$ cat src/rtl/deadtime_gen_pkg.sv
// Shared PWM package: dead-time FSM state encoding and default dead-time width.
package deadtime_gen_pkg;

  localparam int unsigned DT_WIDTH_DEFAULT = 8;

  typedef enum logic [2:0] {
    ST_IDLE,
    ST_DT_HI,
    ST_HI,
    ST_DT_LO,
    ST_LO
  } dt_state_e;

endpackage

$ cat src/rtl/deadtime_gen_if.sv
// Reference-PWM request and gate-drive bundle for one half-bridge leg.
interface deadtime_gen_if
  import deadtime_gen_pkg::*;
#(
  parameter int unsigned DT_WIDTH = DT_WIDTH_DEFAULT
) ();

  logic                enable_i;
  logic                pwm_i;
  logic                sync_phase_i;
  logic [DT_WIDTH-1:0] deadtime_i;
  logic                gate_hi_o;
  logic                gate_lo_o;
  logic                dt_active_o;
  logic                pulse_drop_o;

  modport master (
    output enable_i, pwm_i, sync_phase_i, deadtime_i,
    input  gate_hi_o, gate_lo_o, dt_active_o, pulse_drop_o
  );

  modport slave (
    input  enable_i, pwm_i, sync_phase_i, deadtime_i,
    output gate_hi_o, gate_lo_o, dt_active_o, pulse_drop_o
  );

endinterface

$ cat src/rtl/deadtime_gen_dt_counter.sv
// Loadable down-counter that saturates at zero; done flags the last dead-time cycle.
module dt_counter #(
  parameter int unsigned WIDTH = 8
) (
  input  logic             clk_i,
  input  logic             rst_i,
  input  logic             clear,
  input  logic             load,
  input  logic [WIDTH-1:0] load_val,
  input  logic             dec,
  output logic             done
);

  logic [WIDTH-1:0] count;

  always_ff @(posedge clk_i) begin
    if (rst_i || clear) begin
      count <= '0;
    end else if (load) begin
      count <= load_val;
    end else if (dec && (count != '0)) begin
      count <= count - 1'b1;
    end
  end

  always_comb begin
    done = (count == WIDTH'(1));
  end

endmodule

$ cat src/rtl/deadtime_gen.sv
// Dead-time generator for one PWM leg: turns one reference bit into
// non-overlapping high/low gate drives separated by a programmable gap.
module deadtime_gen
  import deadtime_gen_pkg::*;
#(
  parameter int unsigned DT_WIDTH = DT_WIDTH_DEFAULT
) (
  input  logic           clk_i,
  input  logic           rst_i,
  deadtime_gen_if.slave  dt_if
);

  dt_state_e           state;
  dt_state_e           next_state;
  logic [DT_WIDTH-1:0] dt_reg;
  logic                cnt_clear;
  logic                cnt_load;
  logic                cnt_dec;
  logic                cnt_done;
  logic                drop;
  logic                pulse_drop_q;

  // A zero request is stored as one so the gap can never vanish.
  always_ff @(posedge clk_i) begin
    if (rst_i) begin
      dt_reg <= '1;
    end else if (dt_if.sync_phase_i) begin
      dt_reg <= (dt_if.deadtime_i == '0) ? DT_WIDTH'(1) : dt_if.deadtime_i;
    end
  end

  dt_counter #(
    .WIDTH (DT_WIDTH)
  ) u_dt_counter (
    .clk_i    (clk_i),
    .rst_i    (rst_i),
    .clear    (cnt_clear),
    .load     (cnt_load),
    .load_val (dt_reg),
    .dec      (cnt_dec),
    .done     (cnt_done)
  );

  always_ff @(posedge clk_i) begin
    if (rst_i) begin
      state        <= ST_IDLE;
      pulse_drop_q <= 1'b0;
    end else begin
      state        <= next_state;
      pulse_drop_q <= drop;
    end
  end

  always_comb begin
    next_state = state;
    cnt_clear  = 1'b0;
    cnt_load   = 1'b0;
    cnt_dec    = 1'b0;
    drop       = 1'b0;
    if (!dt_if.enable_i) begin
      next_state = ST_IDLE;
      cnt_clear  = 1'b1;
    end else begin
      unique case (state)
        ST_IDLE: begin
          next_state = dt_if.pwm_i ? ST_DT_HI : ST_DT_LO;
          cnt_load   = 1'b1;
        end
        ST_DT_HI: begin
          if (!dt_if.pwm_i) begin
            next_state = ST_DT_LO;
            cnt_load   = 1'b1;
            drop       = 1'b1;
          end else if (cnt_done) begin
            next_state = ST_HI;
          end else begin
            cnt_dec = 1'b1;
          end
        end
        ST_HI: begin
          if (!dt_if.pwm_i) begin
            next_state = ST_DT_LO;
            cnt_load   = 1'b1;
          end
        end
        ST_DT_LO: begin
          if (dt_if.pwm_i) begin
            next_state = ST_DT_HI;
            cnt_load   = 1'b1;
            drop       = 1'b1;
          end else if (cnt_done) begin
            next_state = ST_LO;
          end else begin
            cnt_dec = 1'b1;
          end
        end
        ST_LO: begin
          if (dt_if.pwm_i) begin
            next_state = ST_DT_HI;
            cnt_load   = 1'b1;
          end
        end
        default: begin
          next_state = ST_IDLE;
          cnt_clear  = 1'b1;
        end
      endcase
    end
  end

  always_comb begin
    dt_if.gate_hi_o    = (state == ST_HI);
    dt_if.gate_lo_o    = (state == ST_LO);
    dt_if.dt_active_o  = (state == ST_DT_HI) || (state == ST_DT_LO);
    dt_if.pulse_drop_o = pulse_drop_q;
  end

endmodule

$ cat src/flat_wrapper.sv
// flat-port wrapper written by rule: the top's interface ports become plain ports
module deadtime_gen_flat import deadtime_gen_pkg::*;
#(
  parameter int unsigned DT_WIDTH = DT_WIDTH_DEFAULT
)
  (clk_i, rst_i, dt_if_enable_i, dt_if_pwm_i, dt_if_sync_phase_i, dt_if_deadtime_i, dt_if_gate_hi_o, dt_if_gate_lo_o, dt_if_dt_active_o, dt_if_pulse_drop_o);
  deadtime_gen_if #(.DT_WIDTH(DT_WIDTH)) dt_if_i ();
  input  logic clk_i;
  input  logic rst_i;
  input wire logic [$bits(dt_if_i.enable_i)-1:0] dt_if_enable_i;
  input wire logic [$bits(dt_if_i.pwm_i)-1:0] dt_if_pwm_i;
  input wire logic [$bits(dt_if_i.sync_phase_i)-1:0] dt_if_sync_phase_i;
  input wire logic [$bits(dt_if_i.deadtime_i)-1:0] dt_if_deadtime_i;
  output wire logic [$bits(dt_if_i.gate_hi_o)-1:0] dt_if_gate_hi_o;
  output wire logic [$bits(dt_if_i.gate_lo_o)-1:0] dt_if_gate_lo_o;
  output wire logic [$bits(dt_if_i.dt_active_o)-1:0] dt_if_dt_active_o;
  output wire logic [$bits(dt_if_i.pulse_drop_o)-1:0] dt_if_pulse_drop_o;
  assign dt_if_i.enable_i = dt_if_enable_i;
  assign dt_if_i.pwm_i = dt_if_pwm_i;
  assign dt_if_i.sync_phase_i = dt_if_sync_phase_i;
  assign dt_if_i.deadtime_i = dt_if_deadtime_i;
  assign dt_if_gate_hi_o = dt_if_i.gate_hi_o;
  assign dt_if_gate_lo_o = dt_if_i.gate_lo_o;
  assign dt_if_dt_active_o = dt_if_i.dt_active_o;
  assign dt_if_pulse_drop_o = dt_if_i.pulse_drop_o;
  deadtime_gen #(.DT_WIDTH(DT_WIDTH)) u_core (.clk_i(clk_i), .rst_i(rst_i), .dt_if(dt_if_i));
endmodule
$ cat config.mk
export PLATFORM = sky130hd
export DESIGN_NAME = deadtime_gen_flat
export DESIGN_NICKNAME = d
export VERILOG_FILES = /design/src/rtl/deadtime_gen_pkg.sv /design/src/rtl/deadtime_gen_if.sv /design/src/rtl/deadtime_gen_dt_counter.sv /design/src/rtl/deadtime_gen.sv /design/src/flat_wrapper.sv
export SDC_FILE = /design/constraint.sdc
export NUM_CORES = 1
export LEC_CHECK = 0
export ABC_CLOCK_PERIOD_IN_PS = 3650
export CORE_MARGIN = 8
export CORE_UTILIZATION = 41
export CTS_BUF_LIST = sky130_fd_sc_hd__clkbuf_4 sky130_fd_sc_hd__clkbuf_8 sky130_fd_sc_hd__clkbuf_16
export CTS_CLUSTER_SIZE = 8
export DETAILED_ROUTE_END_ITERATION = 6
export PLACE_DENSITY_LB_ADDON = 0.2
export SLEW_MARGIN = 10
export SYNTH_ARGS = -nofsm -noshare
export SYNTH_HDL_FRONTEND = slang
export SYNTH_SLANG_ARGS = --single-unit
$ cat constraint.sdc
create_clock -name clk_i -period 3.65 [get_ports clk_i]
set_input_delay 0.365 -clock clk_i [delete_from_list [all_inputs] [get_ports clk_i]]
set_output_delay 0.365 -clock clk_i [all_outputs]
set_load 0.03 [all_outputs]
# Word-level counts from Yosys, hierarchy flattened
# Index checks and enable logic that the tools add are counted.
word_totals:
  ff_bits: 20
  latch_bits: 0
  mem_bits_rw: 0
  romBits: 0
  elab_cells: 50
  n_memories: 0
classes:
  add_sub_neg: 1
  mul: 0
  div_mod_pow: 0
  magnitude_cmp: 0
  n_eq_ne: 9
  shift: 0
  muxes: 23
  bitwise_logic: 1
  n_reduce_logical: 12
op_table:
  columns: ["operator", "count"]
  rows:
  - ["$mux W8", 3]
  - ["$mux W3", 6]
  - ["$pmux W3 S5", 1]
  - ["$mux W1", 9]
  - ["$eq A8 B1 Y1 const B", 1]
  - ["$logic_not A8 Y1", 1]
  - ["$reduce_bool A8 Y1", 1]
  - ["$sub A8 B1 Y8 const B", 1]
  - ["$eq A3 B2 Y1 const B", 2]
  - ["$ne A3 B2 Y1 const B", 2]
  - ["$reduce_or A2 Y1", 3]
  - ["$reduce_or A5 Y1", 1]
  - ["$ne A2 B2 Y1 const B", 2]
  - ["$pmux W1 S2", 2]
  - ["$reduce_and A4 Y1", 1]
  - ["$eq A3 B1 Y1 const B", 1]
  - ["$eq A3 B3 Y1 const B", 1]
  - ["$logic_not A3 Y1", 1]
  - ["$pmux W1 S3", 1]
  - ["$logic_or A1 B1 Y1", 2]
  - ["$mux W2", 1]
  - ["$reduce_bool A2 Y1", 1]
  - ["$logic_and A1 B1 Y1", 1]
  - ["$not A1 Y1", 1]

# Longest topological paths before layout
depth:
  ltp_word: 8
  depth_mapped: 8

# By module
# A second synthesis with hierarchy kept.
unflattened:
  cells_unflattened: 121
  hier_area_um2: 1076.0
modules_own_cells:
  columns: ["mod", "instances", "cells_each", "area_each_um2"]
  rows:
  - ["deadtime_gen", 1, 62, 581.8]
  - ["dt_counter", 1, 59, 494.2]

# Least setup slack after synthesis
# Ideal clock, no wire load.
synth_path:
  path_type: "reg2reg"
  from: "reg u_core.state[2]"
  to: "reg u_core.u_dt_counter.count[5]"
  setup_ns: 0.077
  arrival_ns: 1.892
  t_required_ns: 3.573
  path_slack_ns: 1.681
  stages_incl_launch_ff: 8
  path_buffers: 2
  period_less_slack_ns: 1.969
  cell_sequence: "dfxtp_1 > buf_2 > and2b_1 > nand3_1 > or2_1 > buf_6 > or4_1 > a31oi_1"
synth_between:
  elab_chain_len: 5
  word_cells_on_any_way: 18
  cone_classes: "eq/ne: 4; mux: 7; reduce/logical: 7"
synth_lines:
  columns: ["element", "line_no", "text"]
  rows:
  - ["start, declared", "deadtime_gen.sv:13", "dt_state_e state;"]
  - ["start signal, assigned", "deadtime_gen.sv:49", "state <= next_state;"]
  - ["$eq A3 B3 Y1 (tied with other cells)", "deadtime_gen.sv:64", "unique case (state)"]
  - ["$reduce_or A2 Y1 (no line) (tied with other cells)", null, null]
  - ["$pmux W1 S3 (tied with other cells)", "deadtime_gen.sv:64", null]
  - ["$mux W1 or $logic_and A1 B1 Y1 (tied branches)", "deadtime_gen.sv:60, deadtime_gen_dt_counter.sv:21", null]
  - ["$mux W8 (tied with other cells)", "deadtime_gen_dt_counter.sv:19", "end else if (load) begin"]
  - ["end signal, assigned", "deadtime_gen_dt_counter.sv:20", "count <= load_val;"]
  - ["end signal, assigned", "deadtime_gen_dt_counter.sv:22", "count <= count - 1'b1;"]
  - ["end, declared", "deadtime_gen_dt_counter.sv:14", "logic [WIDTH-1:0] count;"]
# Parallel ways exist; a longest one is shown, timed or not.
# A chain may end at the register's enable or synchronous reset.

# Final worst setup path
layout_path:
  from: "in dt_if_pwm_i"
  to: "reg u_core.u_dt_counter.count[5]"
layout_between:
  elab_chain_len: 5
  word_cells_on_any_way: 11
  cone_classes: "mux: 9; reduce/logical: 2"
layout_lines:
  columns: ["element", "line_no", "text"]
  rows:
  - ["start, declared", "flat_wrapper.sv:11", "input wire logic [$bits(dt_if_i.pwm_i)-1:0] dt_if_pwm_i;"]
  - ["$mux W1 (on tied branches)", "deadtime_gen.sv:87, deadtime_gen.sv:70", null]
  - ["$pmux W1 S2", "deadtime_gen.sv:64", null]
  - ["$mux W1", "deadtime_gen.sv:60", "if (!dt_if.enable_i) begin"]
  - ["$logic_and A1 B1 Y1", "deadtime_gen_dt_counter.sv:21", "end else if (dec && (count != '0)) begin"]
  - ["$reduce_bool A2 Y1 (no line)", null, null]
# Parallel ways exist; a longest one is shown, timed or not.

==> run summary <==
• 1570 ps — R2R Setup Slk
• 1800 um — HPWL after DPL
• 0 — number of hold buffers added after CTS
• 110 ps — clock transition at the registers of the reported paths
• 126 — number of standard cells after synthesis
• 300 ps — insertion delay to the later sink of the worst-skew pair
• 16.5% — Layout Area Growth over Synthesis
• 11 — pin count of the biggest net entering global routing
• 2 — clk buf depth
• yes — clock tree from TritonCTS
• reg -> reg — min-delay worst type
• 644 um2 — area of the multi-input gates
• 0 — number of violations of the max-capacitance limit
• 7.58 ps — setup skew after layout
• 0 — GRT overflow
• 36.0% — fraction of synthesized cell area taken by the top area cell type
• sky130_fd_sc_hd__dfxtp_1, sky130_fd_sc_hd__mux2i_1, sky130_fd_sc_hd__nand2_1, sky130_fd_sc_hd__ha_1, sky130_fd_sc_hd__a2111oi_2 — top post-synthesis cells by area
• 885 ps — Least-Margin Pin Slew
• 0.00111 mm2 — synthesized area
• 0% — share of async-settable or async-resettable flops after synthesis
• 0.00266 mm2 — core region area
• 0.233 mV — worst vdd ir
• 40.5% — max_slew headroom
• 19 — std cell rows
• 0 — number of warning messages in the yosys log
• 25.6% — share of synthesized cell area in and, or, nand and nor gates
• 8.63% — share of final-layout standard cells stronger than drive strength 1
• 4 — First-pass DRT Iterations
• 48.7% — final standard cell utilization of the core
• 0 — number of remaining DRC errors
• 0 — ANT nets after route
• 3820 um — first-pass GRT wire length
• 19.2% — complex-gate fraction of the synthesized area
• 0 — endpoints failing hold
• 8 — critical path peak fanout
• finished, final reports clean — status
• no — unrepaired setup endpoints after global routing
• 8.83 um2 — Avg Synthesized Cell Area
• 5 — r2r worst-path depth
• 167 — number of placed cells counting well taps
• 963 — DR vias
• 1.46% — xor/xnor share of the synthesized area
• 0 — number of synthesized flops with an enable pin
• sky130_fd_sc_hd__o31ai_1 — library cell contributing the largest single delay on the critical path
• sky130_fd_sc_hd__dfxtp_1 — library cell occupying the most area in the post-synthesis netlist
• 342 mW/mm2 — power per cell area
• 170 — Cell Count, Final, Fillers Out
• 0 — number of pins with negative max-slew slack in the final report
• 3 — clock buffers created by TritonCTS
• 0.819 — placer's final routability congestion estimate
• 14.0 um — average detailed-routed wire length per instance
• 5.66 — vias per cell
• compound AO/OA/AOI/OAI gates — critical path's top delay family
• 20 — TritonCTS sink count
• 41.8% — initial core utilization
• 10.5% — gr usage total
• flop — sort of element at the end of the critical path
• 2380 um — Post-Route WL
• input pin — launching element type of the critical path
• 0 — Post CTS Setup Buffer Count
• sky130_fd_sc_hd__clkbuf_4 — cell at the root of the clock tree
• 20 — register bit count reported by yosys
• 2470 ps — crit path DAT
• 8.21% — multiplexer share of the synthesized area
• 0.00464 mm2 — full die area
• 871 — via count of the first global-routing pass
• 16 — number of buffers inserted by port buffering
• 2230 ps — minimum clock period
• clkdlybuf4s50_1 -> or2_2 -> a21oi_1 -> o31ai_1 -> o311ai_0 -> a31oi_1 — CP Cell Sequence
• 0 — count of antenna diodes in the layout
• 2 — Worst Hold Path Cells
• 68.1 um — vertical die dimension
• 275 — fillcell total
• 730 ps — delay contributed by the slowest stage of the critical path
• 157 — total number of nets in the final design
• 1 — H-tree levels
• 1 — total buffers and inverters traversed by the critical path
• sky130_fd_sc_hd__dfxtp_1 — Primary FF master, synth
• u_core.u_dt_counter.count[5]$_SDFFE_PP0P_ — reg-to-reg endpoint
• 61.0% — period utilisation layout
• 3.37% — area share of fa/ha/maj cells after synthesis
• sky130_fd_sc_hd__dfxtp_1, sky130_fd_sc_hd__nand2_1, sky130_fd_sc_hd__clkdlybuf4s50_1, sky130_fd_sc_hd__mux2i_1, sky130_fd_sc_hd__inv_1 — top library cells by usage in the layout, fill and taps aside
• 0 — number of gates given a new drive strength after cts
• 400 um2 — sequential cell area
• u_core.dt_reg[5]$_SDFFE_PP1P_ — hold path startpoint
• 142 — Synth Net Count
• 0 — final number of setup-violating endpoints
• 17 — IO Pins
• 0.449 GHz — Fmax
• in -> reg — kind of critical path
• 3890 ps — WP data required
• simple AND/OR/NAND/NOR gates — combinational family with the most area after synthesis
• 0 — number of antenna violations at the first check in global routing
• 44 — number of library cell types mapped by synthesis
• sky130_fd_sc_hd__dfxtp_1 — most common cell after layout, fill and taps aside
• u_core.u_dt_counter.count[5]$_SDFFE_PP0P_ — worst-case hold path end point
• 36.0% — sequential area share after synthesis
• 0 ps — total negative slack
• 42 — initial drt markers
• 68.1 um — horizontal die dimension
• 0.510 nW — leakage power summed over all cells
• u_core.state[1]$_SDFFE_PP0P_ — reg2reg start
## logic make-up (layout without fill, tap and decap cells)
kind of cell    count (synthesis)  count (layout)
simple gates                   51              51
flops                          20              20
fa+ha+maj                       3               3
mux                             9               9
xor+xnor                        1               1
buf+inv                        14              27
compound gates                 28              28
## layout make-up
type                       count  area share, %
multi-input combinational     92           49.7
inverter                       8           2.32
sequential                    20           30.9
timing repair buffer          16           12.4
clock buffer                   3           1.74
tap                           31           2.99
## synthesized netlist by cell type, types with 2 or more instances
master	instances
sky130_fd_sc_hd__a2111oi_2	2
sky130_fd_sc_hd__a21oi_1	3
sky130_fd_sc_hd__a31oi_1	4
sky130_fd_sc_hd__buf_2	3
sky130_fd_sc_hd__dfxtp_1	20
sky130_fd_sc_hd__ha_1	3
sky130_fd_sc_hd__inv_1	7
sky130_fd_sc_hd__mux2i_1	8
sky130_fd_sc_hd__nand2_1	17
sky130_fd_sc_hd__nand2b_1	2
sky130_fd_sc_hd__nand3_1	5
sky130_fd_sc_hd__nor2_1	6
sky130_fd_sc_hd__nor3_1	4
sky130_fd_sc_hd__nor3b_1	2
sky130_fd_sc_hd__nor4_1	4
sky130_fd_sc_hd__o211ai_1	2
sky130_fd_sc_hd__o21ai_0	5
sky130_fd_sc_hd__o31a_1	2
sky130_fd_sc_hd__or4_1	2
## where the power goes
part / switching (mW) / internal (mW) / leakage [nW]
Combinational: 0.0480 / 0.0455 / 0.332
Clock: 0.0684 / 0.0385 / 0.0138
Sequential: 0.0129 / 0.230 / 0.165
Total: 0.129 / 0.314 / 0.510
## metal layers
layer / vias up / share of wire [%] / wire [um] / track usage (%)
met5: - / 0 / 0 / 0
met4: 0 / 2.0 / 48 / 5.37
met3: 5 / 4.9 / 117 / 2.29
met2: 21 / 42 / 987 / 15.2
met1: 447 / 51 / 1220 / 14.1
li1: 490 / - / - / -
## stage by stage
stage               setup WS (ps)  power (mW)  cell area (um2)  hold WS [ps]
floorplan                    1680       0.312             1110           441
global placement             1200       0.339             1270           464
detailed placement           1130       0.341             1270           466
CTS                          1430       0.446             1300           492
global route                 1240       0.467             1300           511
finish                       1420       0.443             1300           487
## worst register-to-register path: stages (launching register included)
cell,delay (ps)
sky130_fd_sc_hd__dfxtp_1,530
sky130_fd_sc_hd__nand2b_1,180
sky130_fd_sc_hd__a21oi_1,90
sky130_fd_sc_hd__o31ai_1,730
sky130_fd_sc_hd__o311ai_0,300
sky130_fd_sc_hd__a31oi_1,190
## worst max-delay path by stage
stage | cells past startpoint | slack (ps) | endpoint | start
after floorplan | 7 | 1680 | u_core.u_dt_counter.count[5]$_SDFFE_PP0P_ | u_core.state[2]$_SDFFE_PP0P_
after global placement | 6 | 1200 | u_core.u_dt_counter.count[1]$_SDFFE_PP0P_ | dt_if_pwm_i
final | 6 | 1420 | u_core.u_dt_counter.count[5]$_SDFFE_PP0P_ | dt_if_pwm_i
after detailed placement | 6 | 1130 | u_core.u_dt_counter.count[5]$_SDFFE_PP0P_ | dt_if_pwm_i
after CTS | 2 | 1430 | dt_if_gate_lo_o | u_core.state[2]$_SDFFE_PP0P_
after global routing | 6 | 1240 | u_core.u_dt_counter.count[5]$_SDFFE_PP0P_ | dt_if_pwm_i
No activity file was read; power rests on OpenSTA's default activity.
